$ cat src/rtl/if_stage.sv
// Instruction fetch stage: PC sequencing, branch/flush redirect
// and the IF/ID pipeline register feeding decode.
module if_stage #(
  parameter logic [31:0] RESET_PC = 32'h00000000
) (
  input  logic        clk,
  input  logic        rst,
  input  logic        stall_if,
  input  logic        stall_id,
  input  logic        branch_flag,
  input  logic [31:0] branch_target,
  input  logic        flush,
  input  logic [31:0] new_pc,
  output logic        rom_ce,
  output logic [31:0] rom_addr,
  input  logic [31:0] rom_inst,
  output logic [31:0] id_pc,
  output logic [31:0] id_inst,
  output logic        id_valid
);

  typedef enum logic {
    IDLE  = 1'b0,
    FETCH = 1'b1
  } state_t;

  state_t      r_state;
  logic        r_rom_ce;
  logic [31:0] r_pc;
  logic        r_pend_valid;
  logic [31:0] r_pend_target;
  logic [31:0] r_id_pc;
  logic [31:0] r_id_inst;
  logic        r_id_valid;

  logic [31:0] w_br_tgt;
  logic [31:0] w_flush_tgt;
  logic [31:0] w_pc_next_seq;

  assign w_br_tgt      = {branch_target[31:2], 2'b00};
  assign w_flush_tgt   = {new_pc[31:2], 2'b00};
  assign w_pc_next_seq = r_pc + 32'd4;

  assign rom_ce   = r_rom_ce;
  assign rom_addr = r_pc;
  assign id_pc    = r_id_pc;
  assign id_inst  = r_id_inst;
  assign id_valid = r_id_valid;

  // Fetch FSM and PC sequencing; redirects are word aligned.
  always_ff @(posedge clk) begin
    if (!rst) begin
      r_state       <= IDLE;
      r_rom_ce      <= 1'b0;
      r_pc          <= RESET_PC;
      r_pend_valid  <= 1'b0;
      r_pend_target <= 32'h0;
    end else begin
      unique case (r_state)
        IDLE: begin
          r_state  <= FETCH;
          r_rom_ce <= 1'b1;
          r_pc     <= RESET_PC;
        end
        FETCH: begin
          r_rom_ce <= 1'b1;
          if (flush) begin
            r_pc         <= w_flush_tgt;
            r_pend_valid <= 1'b0;
          end else if (branch_flag && !stall_if) begin
            r_pc         <= w_br_tgt;
            r_pend_valid <= 1'b0;
          end else if (branch_flag) begin
            r_pend_target <= w_br_tgt;
            r_pend_valid  <= 1'b1;
          end else if (r_pend_valid && !stall_if) begin
            r_pc         <= r_pend_target;
            r_pend_valid <= 1'b0;
          end else if (!stall_if) begin
            r_pc <= w_pc_next_seq;
          end
        end
        default: begin
          r_state  <= IDLE;
          r_rom_ce <= 1'b0;
        end
      endcase
    end
  end

  // IF/ID register: flush and IF stalls insert a nop bubble.
  always_ff @(posedge clk) begin
    if (!rst) begin
      r_id_pc    <= 32'h0;
      r_id_inst  <= 32'h0;
      r_id_valid <= 1'b0;
    end else if (flush) begin
      r_id_pc    <= 32'h0;
      r_id_inst  <= 32'h0;
      r_id_valid <= 1'b0;
    end else if (stall_id) begin
      r_id_pc    <= r_id_pc;
      r_id_inst  <= r_id_inst;
      r_id_valid <= r_id_valid;
    end else if (stall_if) begin
      r_id_pc    <= 32'h0;
      r_id_inst  <= 32'h0;
      r_id_valid <= 1'b0;
    end else begin
      r_id_pc    <= r_pc;
      r_id_inst  <= rom_inst;
      r_id_valid <= r_rom_ce;
    end
  end

endmodule

$ cat config.mk
export PLATFORM = sky130hd
export DESIGN_NAME = if_stage
export DESIGN_NICKNAME = d
export VERILOG_FILES = /design/src/rtl/if_stage.sv
export SDC_FILE = /design/constraint.sdc
export NUM_CORES = 1
export LEC_CHECK = 0
export BUFFER_PORTS_ARGS = -buffer_cell sky130_fd_sc_hd__buf_2
export CORE_MARGIN = 4
export CORE_UTILIZATION = 40
export DETAILED_ROUTE_END_ITERATION = 10
export GPL_TIMING_DRIVEN = 1
export HOLD_SLACK_MARGIN = 0.03
export PLACE_DENSITY_LB_ADDON = 0.2
export REMOVE_ABC_BUFFERS = 1
export SLEW_MARGIN = 15
export SYNTH_ARGS = -nofsm -noshare
export SYNTH_HDL_FRONTEND = slang
export SYNTH_SLANG_ARGS = --single-unit
$ cat constraint.sdc
create_clock -name clk -period 2.3 [get_ports clk]
set_clock_uncertainty 0.1 [all_clocks]
set_input_delay 0.23 -clock clk [delete_from_list [all_inputs] [get_ports clk]]
set_output_delay 0.23 -clock clk [all_outputs]
set_load 0.02 [all_outputs]
# Yosys cells after proc, flatten, opt, wreduce, memory -nomap -nowiden
# Cells that the tools add are included.
[word_totals] word_cells=36 romBits=0 regBits=129 latch_bits=0 mem_bits_rw=0 n_memories=0
[classes] div=0 shift=0 eq_ne=2 n_bitwise=4 n_mux=14 n_addsub=1 n_lt_le_gt_ge=0 reduce_logical=8 multipliers=0
[ops] operator="two-way mux 32 bit" n=7
[ops] operator="one-hot mux 32 bit (2 select lines)" n=1
[ops] operator="adder 32 x 3 -> 32 bit, second input constant" n=1
[ops] operator="two-way mux 1 bit" n=6
[ops] operator="inequality test 5 x 3 -> 1 bit, second input constant" n=1
[ops] operator="inequality test 4 x 3 -> 1 bit, second input constant" n=1
[ops] operator="inverter 1 bit" n=4
[ops] operator="AND reduction 2 bit" n=2
[ops] operator="AND reduction 4 bit" n=1
[ops] operator="nonzero test 4 bit" n=1
[ops] operator="logical AND 1 bit" n=2
[ops] operator="OR reduction 2 bit" n=1
[ops] operator="zero test 1 bit" n=1

# Logic depth before layout (Yosys ltp)
# Gate-level depths: netlist (run 1).
[logic_depth] ltp_word=7 ltp_mapped=8 ltp_nobuf=6

# Worst setup path before layout (run 1)
# No wires, ideal clock.
[synth_path] path_type="register -> register" start="reg r_pc[2], in the netlist rom_addr[2]" end="reg r_pc[28], in the netlist rom_addr[28]" path_slack_ps=153 setup_time_ps=117 path_buffers=0 required_ps=2083 stages_incl_launch_ff=7 arrival_ps=1930 cell_sequence="dfxtp_1 -> ha_1 -> and3_1 -> nor3b_1 -> nand3_1 -> xnor2_1 -> a32o_1"
[synth_between] elab_chain_len=7
[synth_lines] element="from (decl)" line="29" rtl="logic [31:0] r_pc;"
[synth_lines] element="from (signal assigned)" line="68" rtl="r_pc <= w_flush_tgt;"
[synth_lines] element="from (signal assigned)" line="71" rtl="r_pc <= w_br_tgt;"
[synth_lines] element="from (signal assigned)" line="77" rtl="r_pc <= r_pend_target;"
[synth_lines] element="adder 32 x 3 -> 32 bit" line="42" rtl="assign w_pc_next_seq = r_pc + 32'd4;"
[synth_lines] element="two-way mux 32 bit" line="79" rtl="end else if (!stall_if) begin"
[synth_lines] element="two-way mux 32 bit" line="76" rtl="end else if (r_pend_valid && !stall_if) begin"
[synth_lines] element="two-way mux 32 bit" line="73" rtl="end else if (branch_flag) begin"
[synth_lines] element="two-way mux 32 bit" line="70" rtl="end else if (branch_flag && !stall_if) begin"
[synth_lines] element="two-way mux 32 bit" line="67" rtl="if (flush) begin"
[synth_lines] element="one-hot mux 32 bit (2 select lines)" line="59" rtl="unique case (r_state)"
# Every way passes these cells. The select of a mux whose other input is x is not followed.
# A chain may end at the register's enable or synchronous reset.

# Final worst setup path (run 1)
[layout_path] start="reg r_pc[7], in the netlist rom_addr[7]" end="reg r_pc[23], in the netlist rom_addr[23]"
# The elaborated chain is that of the path after synthesis.

==> summary.txt, run 1 <==
Timing
  – Rel. slew slack: 58.45%
  – Pins over their slew limit: 0
  – Worst Hold Slack: 0.05265 ns
  – Crit path time final: 2.046 ns
  – Transition time at the pin with the least slew margin: 0.6220 ns
  – Setup repair after global routing missed its margin: no
  – Top achievable clock speed: between 0.4 and 0.5 GHz
  – Share of the clock period used by the worst path after layout: between 80 and 90%
  – Setup violation total in the final timing report: 0
  – Final Hold Violating Endpoints: 0

Synthesis
  – Top cell types by occurrence after synthesis: dfxtp_1, nand2_1, a22o_1
  – Library cell with the highest instance count after synthesis: dfxtp_1
  – Synth area leader: dfxtp_1
  – Leading post-synthesis cells by cell area: dfxtp_1, a22o_1, nand2_1
  – Number of distinct library cells after synthesis: 62
  – Ys Warns: 0
  – Number of flops mapped to enable cells by yosys: 0
  – Number of standard cells after synthesis: 672
  – Combined area of all synthesized cells: 5821 µm²
  – Synthesized area divided by synthesized cell count: about 8.7 µm²
  – Portion of synthesized cell area occupied by the leading cell type: 43.34%
  – Main synth FF type: dfxtp_1
  – Fraction of synthesis flops using an asynchronous set or reset pin: 0%
  – Post-synthesis register bit count: between 100 and 150
  – Sequential cell area fraction in the yosys report: 43.34%

Floorplanning
  – Rows: 43
  – Die outline height: 128.6 µm
  – Die width: approximately 130 µm
  – Count of boundary I/O pins: 200
  – Initial core utilization: between 40% and 50%
  – Core ar.: 14040 µm²
  – Die footprint: around 17000 µm²

Clocking
  – CTS root buf: clkbuf_16
  – Clock buffer count from CTS: 17
  – H-tree depth: 4
  – Clock transition at path regs: 0.06 ns
  – Number of gates resized after CTS: 0
  – Post-CTS setup buffer count: 0
  – Clk Latency, worst-skew pair: between 0.4 and 0.5 ns
  – TritonCTS clock tree: yes
  – Number of clock sinks: 126
  – Maximum buffer depth of the clock tree: 2

Placed design
  – Quantity of I/O buffers inserted on ports: roughly 190
  – Dpl hpwl: between 10000 and 15000 µm
  – DP Cell Count: 1035
  – RD Place Congestion: 0.9596

Global routing
  – Vias in the first global route: 6082
  – Largest net degree at the start of global routing: 36
  – Overall routing resource usage: 25.55%
  – Antenna violations before repair: 0
  – GR Overflow Total: 0
  – Wire length of the first global-routing pass: approximately 33000 µm

Cells and area
  – Fill cell total of the finished layout: about 1200
  – Layout Area Growth over Synthesis: 46.28%
  – Fin nets: 1055
  – Post-Layout Cell Count: 1144
  – Diodes inserted: 0
  – Layout cell share with drive strength beyond 1: roughly 30%

Routing
  – Avg WL per Cell: 18.87 µm
  – Total number of vias: about 6500
  – Detailed-router iteration count before antenna repair: 6
  – Iteration-0 DRC count of the detailed router: 513
  – DRT antenna net count: 0
  – Post-DR vias/cell: between 5 and 6
  – Detailed-route DRC error count: 0
  – Post-detailed-routing wire length: 21580 µm

Pwr
  – Final Power: 5.640 mW
  – Max rail drop VDD: 0.5482 mV
  – Pwr dens: 662.4 nW/µm²
  – Static Leak: 3.686 nW

Critical path
  – Worst Setup Path Type: reg2reg
  – WP data arrival: 2.26 ns
  – Data required time at the worst endpoint: 2.51 ns
  – Sort of element at the start of the critical path: flop
  – Worst setup EP type: flop
  – Largest fanout on the critical path: 12

Min path
  – Worst Hold Class: in2reg

Flow run
  – Maximum capacitance violations: 0

Status
  – Status: completed
## cell families (layout without fill, tap and decap cells)
| group | after synthesis | count (layout) | synth area share [%] |
|---|---|---|---|
| buffers and inverters | 73 | 364 | 5.288 |
| AOI/OAI and AO/OA | 240 | 240 | 30.50 |
| and+or+nand+nor | 216 | 216 | 18.21 |
| DFF | 126 | 126 | 43.34 |
| xor gates and xnor gates | 11 | 11 | 1.655 |
| muxes | 4 | 4 | 0.7309 |
| other | 1 | 2 | 0.06443 |
| adders and majority gates | 1 | 1 | 0.2149 |
## layer usage
metal | routed length (µm) | vias up | global-route usage, % | part of all wire (%)
li1 | - | 3047 | - | -
met1 | 9066 | 3031 | 33.45 | 42
met2 | 9956 | 342 | 41.04 | 46
met3 | 2106 | 52 | 6.476 | 9.8
met4 | 454 | 0 | 9.080 | 2.1
met5 | 0 | - | 0 | 0
## power by group
part | switching, mW | total, mW | internal (mW)
logic | 0.385 | 0.715 | 0.331
clock network | 0.995 | 2.63 | 1.63
registers | 0.0575 | 2.30 | 2.24
## cells in the final DEF, fill, tap and decap left out, types with 6 or more instances in the layout
cell / instances
nand3_1: 23
xor2_1: 6
o221ai_1: 9
a221oi_1: 7
o21ai_0: 35
buf_4: 51
nand2b_1: 6
clkbuf_16: 17
o211ai_1: 13
buf_2: 193
and3_1: 7
and2_1: 7
a22o_1: 64
nor3_1: 12
inv_1: 9
nor2_1: 22
a21boi_1: 6
nand2_1: 99
a31oi_1: 7
a21boi_0: 25
a21oi_1: 29
nand4_1: 9
dfxtp_1: 126
dlygate4sd3_1: 78
## path summary, 6_finish.rpt
kind,from,end,slack [ns],cells past startpoint
setup reg to reg,rom_addr[7],rom_addr[23],0.25,6
setup / recovery,rom_addr[7],rom_addr[23],0.25,6
hold reg to reg,r_pend_target[17],r_pend_target[17],0.36,2
hold / removal,new_pc[15],rom_addr[15],0.05,3
## worst max-delay path: stages, from the launching register on
cell,delay [ns]
dfxtp_1,0.49
nand4_4,0.21
nor4_2,0.31
buf_4,0.23
nand4_1,0.12
xnor2_1,0.15
o311a_1,0.32
## stage by stage
step	utilization (%)	TNS [ns]	worst slack, ns	instance area, µm²
final	60.63	0	0.2543	8514
after floorplan	-	-160.89	-2.382	5554
after global placement	50.98	0	0.3072	7159
after detailed placement	50.98	0	0.2556	7159
after global routing	60.63	0	0.1179	8514
after CTS	60.63	0	0.2676	8514
## timing repair
action | 4_1_cts | 5_1_grt
hold buffers | 78 | 0
hold endpoints to repair | 79 | 0
setup endpoints to repair | 0 | 0
## final cells by class
class                           count  area [µm²]  share of cell area (%)
Clock buffer                       20       456.7                   5.364
Clock inverter                     11       117.6                   1.381
Inverter                           10       37.54                  0.4409
Multi-Input combinational cell    474        3005                   35.30
Sequential cell                   126        2522                   29.63
Tap cell                          180       225.2                   2.645
Timing Repair Buffer              323        2150                   25.25
## state kept, by name (all words and copies together) (netlist names)
name           cells
r_pend_target     30
id_valid           1
id_inst           32
id_pc             31
rom_addr          30
rom_ce             1
r_pend_valid       1
(Power assumes the default switching activity.)
==> inputs of run 2 (changes only) <==
Settings changed: ABC_AREA from default to 1, BUFFER_PORTS_ARGS -buffer_cell sky130_fd_sc_hd__buf_2 to default, DONT_BUFFER_PORTS from default to 1.
==> run 2 against run 1 <==
  * Highest routed layer unchanged
  * Critical path depth rose by 4
  * Utilization fell by 5.5 points
  * Global-route usage is 1.5 points lower
  * Sequential power hardly changed
  * Routed wire length rose by 2.8%
  * Sequential share of layout area grew 0.35 points
  * Maximum frequency down 5.0%
  * Non-clock buffer count fell by 167
  * Final cell count grew 11%
==> summary.txt, run 2 <==
Synthesis
  – Number of flops mapped to enable cells by yosys: 0 (unchanged)
  – Combined area of all synthesized cells: 6305 µm² (+8.3%)
  – Post-synthesis register bit count: 126 (unchanged)
  – Number of distinct library cells after synthesis: 35 (-44%)
  – Portion of synthesized cell area occupied by the leading cell type: 40.01% (-3.3 points)
  – Sequential cell area fraction in the yosys report: 40.01% (-3.3 points)
  – Number of standard cells after synthesis: 933 (+39%)
  – Fraction of synthesis flops using an asynchronous set or reset pin: 0% (unchanged)
  – Synth area leader: dfxtp_1
  – Synthesized area divided by synthesized cell count: 6.758 µm² (-22%)
  – Library cell with the highest instance count after synthesis: nand2_1
  – Ys Warns: 0 (unchanged)
  – Leading post-synthesis cells by cell area: dfxtp_1, nand2_1, o21ai_0
  – Main synth FF type: dfxtp_1
  – Top cell types by occurrence after synthesis: nand2_1, dfxtp_1, nor2_1

Clocking
  – Number of clock sinks: 126 (unchanged)
  – TritonCTS clock tree: yes
  – Clock buffer count from CTS: 17 (unchanged)
  – Clk Latency, worst-skew pair: 0.42 ns (about the same)
  – H-tree depth: 4 (unchanged)
  – CTS root buf: clkbuf_16
  – Maximum buffer depth of the clock tree: 2 (unchanged)
  – Clock transition at path regs: 0.06 ns (about the same)

Timing
  – Slack of the critical path: 0.1465 ns (-0.1078 ns)
  – Transition time at the pin with the least slew margin: 0.7863 ns (+0.1643 ns)
  – Share of the clock period used by the worst path after layout: 93.63% (+4.7 points)
  – Rel. slew slack: 47.58% (-11 points)
  – Top achievable clock speed: 0.4644 GHz (-5.0%)
  – Pins over their slew limit: 0 (unchanged)
  – Final Hold Violating Endpoints: 0 (unchanged)
  – Crit path time final: 2.153 ns (+0.1078 ns)
  – Setup violation total in the final timing report: 0 (unchanged)

Pwr
  – Pwr dens: 675.2 nW/µm² (+1.9%)
  – Static Leak: 3.502 nW (-5.0%)
  – Max rail drop VDD: 0.5883 mV (+7.3%)

Floorplanning
  – Die width: 133.5 µm (+3.8%)
  – Die footprint: 17830 µm² (+7.8%)
  – Rows: 45 (+4.7%)
  – Count of boundary I/O pins: 200 (unchanged)
  – Initial core utilization: 41.17% (-0.28 points)
  – Die outline height: 133.5 µm (+3.8%)
  – Core ar.: 15310 µm² (+9.1%)

Routing
  – Detailed-router iteration count before antenna repair: 5 (-1)
  – Post-DR vias/cell: 5.114 (-9.6%)
  – Detailed-route DRC error count: 0 (unchanged)
  – Iteration-0 DRC count of the detailed router: 476 (-7.2%)
  – DRT antenna net count: 0 (unchanged)
  – Avg WL per Cell: 17.42 µm (-7.7%)
  – Post-detailed-routing wire length: 22190 µm (+2.8%)
  – Total number of vias: 6515 (+0.66%)

Cells and area
  – Diodes inserted: 0 (unchanged)
  – Layout cell share with drive strength beyond 1: 12.14% (-18 points)
  – Total area of multi-input combinational cells: 3204 µm² (+6.6%)
  – Most common library cell in the layout ignoring fill and taps: nand2_1
  – Highest-count cells in the layout ignoring fill and taps: nand2_1, dfxtp_1, dlygate4sd3_1
  – Fill cell total of the finished layout: 1517 (+24%)
  – Area of all sequential standard cells: 2530 µm² (+0.30%)
  – Number of flip-flops under the largest register name: 32 (unchanged)
  – Post-Layout Cell Count: 1274 (+11%)
  – Layout Area Growth over Synthesis: 33.86%
  – Fin util: 55.11% (-5.5 points)
  – Fin nets: 1153 (+9.3%)
  – Final instance area: 8439 µm² (-0.88%)

Critical path
  – Startpoint of the worst-slack reg-to-reg timing path: rom_addr[2]
  – WP data arrival: 2.35 ns (+0.09 ns)
  – Worst Setup Path Type: reg2reg
  – Worst flop-to-flop path endpoint: rom_addr[9]
  – Data required time at the worst endpoint: 2.50 ns (about the same)
  – Cells on worst reg2reg path: 10 (+4)
  – Largest fanout on the critical path: 6 (-6)
  – Sort of element at the start of the critical path: flop
  – Worst setup EP type: flop
  – Worst reg2reg setup slack: 0.15 ns (-0.11 ns)

Min path
  – Worst Hold Class: in2reg
  – Endpoint, Worst Hold: rom_addr[8]
  – Hold path startpoint: branch_target[8]
  – Hold-critical path depth: 4 (+1)

Placed design
  – Worst-case setup slack after placement: 0.3427 ns (+0.08714 ns)
  – DP Cell Count: 1131 (+9.3%)
  – Quantity of I/O buffers inserted on ports: 0 (-100%)
  – RD Place Congestion: 0.8736 (-9.0%)
  – Total cell area at the placement stage: 6669 µm² (-6.9%)
  – Dpl hpwl: 14420 µm (-3.7%)

Flow run
  – Maximum capacitance violations: 0 (unchanged)

Global routing
  – GR Overflow Total: 0 (unchanged)
  – Wire length of the first global-routing pass: 33880 µm (+2.5%)
  – Overall routing resource usage: 24.08% (-1.5 points)
  – Antenna violations before repair: 0 (unchanged)
  – Vias in the first global route: 6060 (-0.36%)
  – Largest net degree at the start of global routing: 66 (+83%)

Status
  – Status: completed
run 2: cell types whose count changed in the layout (fill, tap and decap cells not counted), sizes merged, moves of 35 or more:
cell and delta:
a22o -64, a22oi +35, buf -195, inv +84
nand2 +141, nand3 +48, nor2 +83, o21ai +43
run 2: critical path, cell delays in order (launching register included):
cell           delay, ns
dfxtp_2             0.35
buf_4               0.18
inv_1               0.12
nor2_8              0.16
nand3_1             0.10
nand3_1             0.09
nand3_1             0.06
o21ai_0             0.09
a21oi_1             0.09
o21a_1              0.16
dlygate4sd3_1       0.55
run 2: timing repair:
item | in CTS | in global routing
endpoints found under the setup margin | 0 | 2
hold buffers | 109 | 0
endpoints found under the hold margin | 126 | 0
setup buffers | 0 | 2
resized for setup | 0 | 12
run 2: layout make-up:
| type | count | area share [%] |
|---|---|---|
| Multi-Input combinational cell | 661 | 37.97 |
| Sequential cell | 126 | 29.98 |
| Timing Repair Buffer | 156 | 18.04 |
| Clock buffer | 18 | 5.085 |
| Inverter | 88 | 3.914 |
| Tap cell | 211 | 3.128 |
| Clock inverter | 14 | 1.883 |
run 2: worst max-delay path by stage:
stage,start,depth (start not counted),slack (ns),endpoint
2_1_floorplan,rst,4,-0.57,id_pc[10]
3_3_place_gp,rom_addr[3],12,0.36,rom_addr[28]
3_5_place_dp,rom_addr[3],12,0.34,rom_addr[28]
4_1_cts,rom_addr[3],11,0.03,rom_addr[10]
5_1_grt,rom_addr[3],10,-0.01,rom_addr[10]
6_report,rom_addr[2],10,0.15,rom_addr[9]
run 2: metal layers:
metal	GRT usage, %	wire length (µm)
met4	7.314	365
met5	0	0
met1	30.87	9786
met3	6.080	1656
met2	40.01	10390
run 2: cells by family after synthesis:
kind of cell    Yosys count  share of synthesized area, %
xor+xnor                  8                         1.111
other cells               1                       0.05948
compound gates          189                         17.13
simple gates            461                         31.75
buf+inv                 147                         9.744
fa+ha+maj                 1                        0.1984
flops                   126                         40.01
run 2: report_power, final:
| part | total (mW) | internal, mW | switching, mW |
|---|---|---|---|
| logic | 0.689 | 0.294 | 0.396 |
| registers | 2.32 | 2.24 | 0.0718 |
| clock network | 2.69 | 1.62 | 1.08 |
| total | 5.70 | 4.15 | 1.54 |
run 2: metrics by stage:
step	hold slack, ns	power [mW]	setup TNS [ns]
final	0.04949	5.698	0
after global routing	0.07506	5.921	-0.02019
after CTS	0.03733	5.735	0
after detailed placement	0.1695	2.853	0
after global placement	0.1685	2.852	0
after floorplan	0.1577	2.670	-20.19
==> inputs of run 3 (changes only) <==
Settings changed: ABC_AREA 1 to 0, SETUP_SLACK_MARGIN from default to 0.15.
==> run 3 against run 2 <==
  * Non-clock buffer count decreased by 11
  * Die area decreased by 7.2%
  * First-iteration DRC count increased by 5.0%
  * Setup slack improved by 0.063 ns
  * Critical endpoint is now rom_addr[29]
==> summary.txt, run 3 (synthesized netlist as in run 1, its figures left out) <==
Timing
  – Setup violation total in the final timing report: 0 (unchanged)
  – Setup repair after global routing missed its margin: no
  – Post-route setup TNS: 0 ns (unchanged)
  – Top achievable clock speed: 0.4785 GHz (+3.0%)
  – Rel. slew slack: 19.42% (-28 points)
  – Share of the clock period used by the worst path after layout: 90.87% (-2.8 points)
  – Transition time at the pin with the least slew margin: 1.205 ns (+0.4185 ns)
  – Crit path time final: 2.090 ns (-0.06349 ns)
  – Worst Hold Slack: 0.04229 ns (-0.007203 ns)
  – Pins over their slew limit: 0 (unchanged)
  – Final Hold Violating Endpoints: 0 (unchanged)

Status
  – Status: completed

Clocking
  – Maximum buffer depth of the clock tree: 2 (unchanged)
  – Clock buffer count from CTS: 17 (unchanged)
  – Number of clock sinks: 126 (unchanged)
  – Clock transition at path regs: 0.06 ns (about the same)
  – Clk Latency, worst-skew pair: 0.42 ns (about the same)
  – Post-CTS setup buffer count: 0 (unchanged)
  – TritonCTS clock tree: yes
  – H-tree depth: 4 (unchanged)
  – CTS root buf: clkbuf_16

Global routing
  – Vias in the first global route: 5669 (-6.5%)
  – Wire length of the first global-routing pass: 32420 µm (-4.3%)
  – Overall routing resource usage: 25.18% (+1.1 points)
  – GR Overflow Total: 0 (unchanged)
  – Largest net degree at the start of global routing: 65 (-1.5%)
  – Antenna violations before repair: 0 (unchanged)

Floorplanning
  – Core ar.: 14040 µm² (-8.3%)
  – Initial core utilization: 41.45% (+0.28 points)
  – Die footprint: 16550 µm² (-7.2%)
  – Count of boundary I/O pins: 200 (unchanged)
  – Die width: 128.6 µm (-3.7%)
  – Rows: 43 (-4.4%)
  – Die outline height: 128.6 µm (-3.7%)

Cells and area
  – Highest-count cells in the layout ignoring fill and taps: dfxtp_1, nand2_1, dlygate4sd3_1
  – Layout Area Growth over Synthesis: 32.89%
  – Diodes inserted: 0 (unchanged)
  – Fin nets: 877 (-24%)
  – Post-Layout Cell Count: 967 (-24%)
  – Layout cell share with drive strength beyond 1: 12.07% (-0.064 points)
  – Number of flip-flops under the largest register name: 32 (unchanged)
  – Fin util: 55.08% (about the same)
  – Most common library cell in the layout ignoring fill and taps: dfxtp_1

Min path
  – Worst Hold Class: in2reg

Critical path
  – Largest fanout on the critical path: 27 (+21)
  – Worst setup EP type: flop
  – Worst Setup Path Type: in2reg
  – Data required time at the worst endpoint: 2.51 ns (about the same)
  – WP data arrival: 2.30 ns (-0.05 ns)
  – Largest incremental delay on the critical path: 1.34 ns (+0.79 ns)
  – Crit-path slowest cell: dlygate4sd3_1
  – Sort of element at the start of the critical path: input port
  – Cells traversed along the worst timing path: dlygate4sd3_1 -> nor2_1 -> o211ai_1 -> mux2_2 -> nand2_1

Routing
  – Detailed-route DRC error count: 0 (unchanged)
  – Post-detailed-routing wire length: 21720 µm (-2.1%)
  – Avg WL per Cell: 22.46 µm (+29%)
  – Post-DR vias/cell: 6.083 (+19%)
  – Total number of vias: 5882 (-9.7%)
  – Iteration-0 DRC count of the detailed router: 500 (+5.0%)
  – DRT antenna net count: 0 (unchanged)
  – Detailed-router iteration count before antenna repair: 5 (unchanged)

Pwr
  – Pwr dens: 731.4 nW/µm² (+8.3%)
  – Max rail drop VDD: 0.5192 mV (-12%)
  – Static Leak: 2.858 nW (-18%)
  – Final Power: 5.657 mW (-0.72%)

Placed design
  – Quantity of I/O buffers inserted on ports: 0 (unchanged)
  – Dpl hpwl: 13760 µm (-4.6%)
  – RD Place Congestion: 0.8933 (+2.3%)
  – DP Cell Count: 839 (-26%)

Flow run
  – Maximum capacitance violations: 0 (unchanged)
-- run 3: metrics by stage --
step	area, µm²	setup WS [ns]
floorplan	5554	-2.382
global placement	6158	0.3519
detailed placement	6158	0.3386
CTS	7731	0.2942
global route	7735	0.1605
finish	7735	0.2100
-- run 3: worst max-delay path: cells and delay by family --
| kind | cells | cell delay (ns) |
|---|---|---|
| AO/OA/AOI/OAI | 1 | 0.17 |
| buffers and inverters | 1 | 1.34 |
| multiplexers | 1 | 0.18 |
| AND/OR/NAND/NOR | 2 | 0.37 |
-- run 3: layout make-up --
class,count,area (µm²)
inverter,10,37.54
timing repair buffer,145,1339
clock buffer,22,464.2
clock inverter,10,137.6
tap,180,225.2
sequential,126,2522
fill,1239,6307
multi-input combinational,474,3009
-- run 3: per-layer routing --
metal  share of wire (%)  global-route usage, %
met1                  42                  31.78
met4                 1.2                  6.547
met2                  46                  41.53
met5                   0                      0
met3                  11                  8.427
-- run 3: worst paths after layout --
check | startpoint | end | slack, ns | cells past startpoint
worst max-delay path | flush | rom_addr[29] | 0.21 | 5
worst min register to register | r_pend_target[5] | r_pend_target[5] | 0.36 | 2
worst max register to register | rom_addr[2] | rom_addr[14] | 0.33 | 6
worst min-delay path | flush | rom_addr[31] | 0.04 | 3
-- run 3: what timing repair did --
item	4_1_cts	5_1_grt
hold buffers	96	0
resized for setup	0	0
endpoints found under the hold margin	94	0
-- run 3: report_power, final --
| group | leakage (nW) | internal (mW) | switching [mW] |
|---|---|---|---|
| logic | 1.56 | 0.269 | 0.325 |
| clock network | 0.278 | 1.76 | 0.998 |
| registers | 1.02 | 2.24 | 0.0719 |
| total | 2.86 | 4.26 | 1.39 |
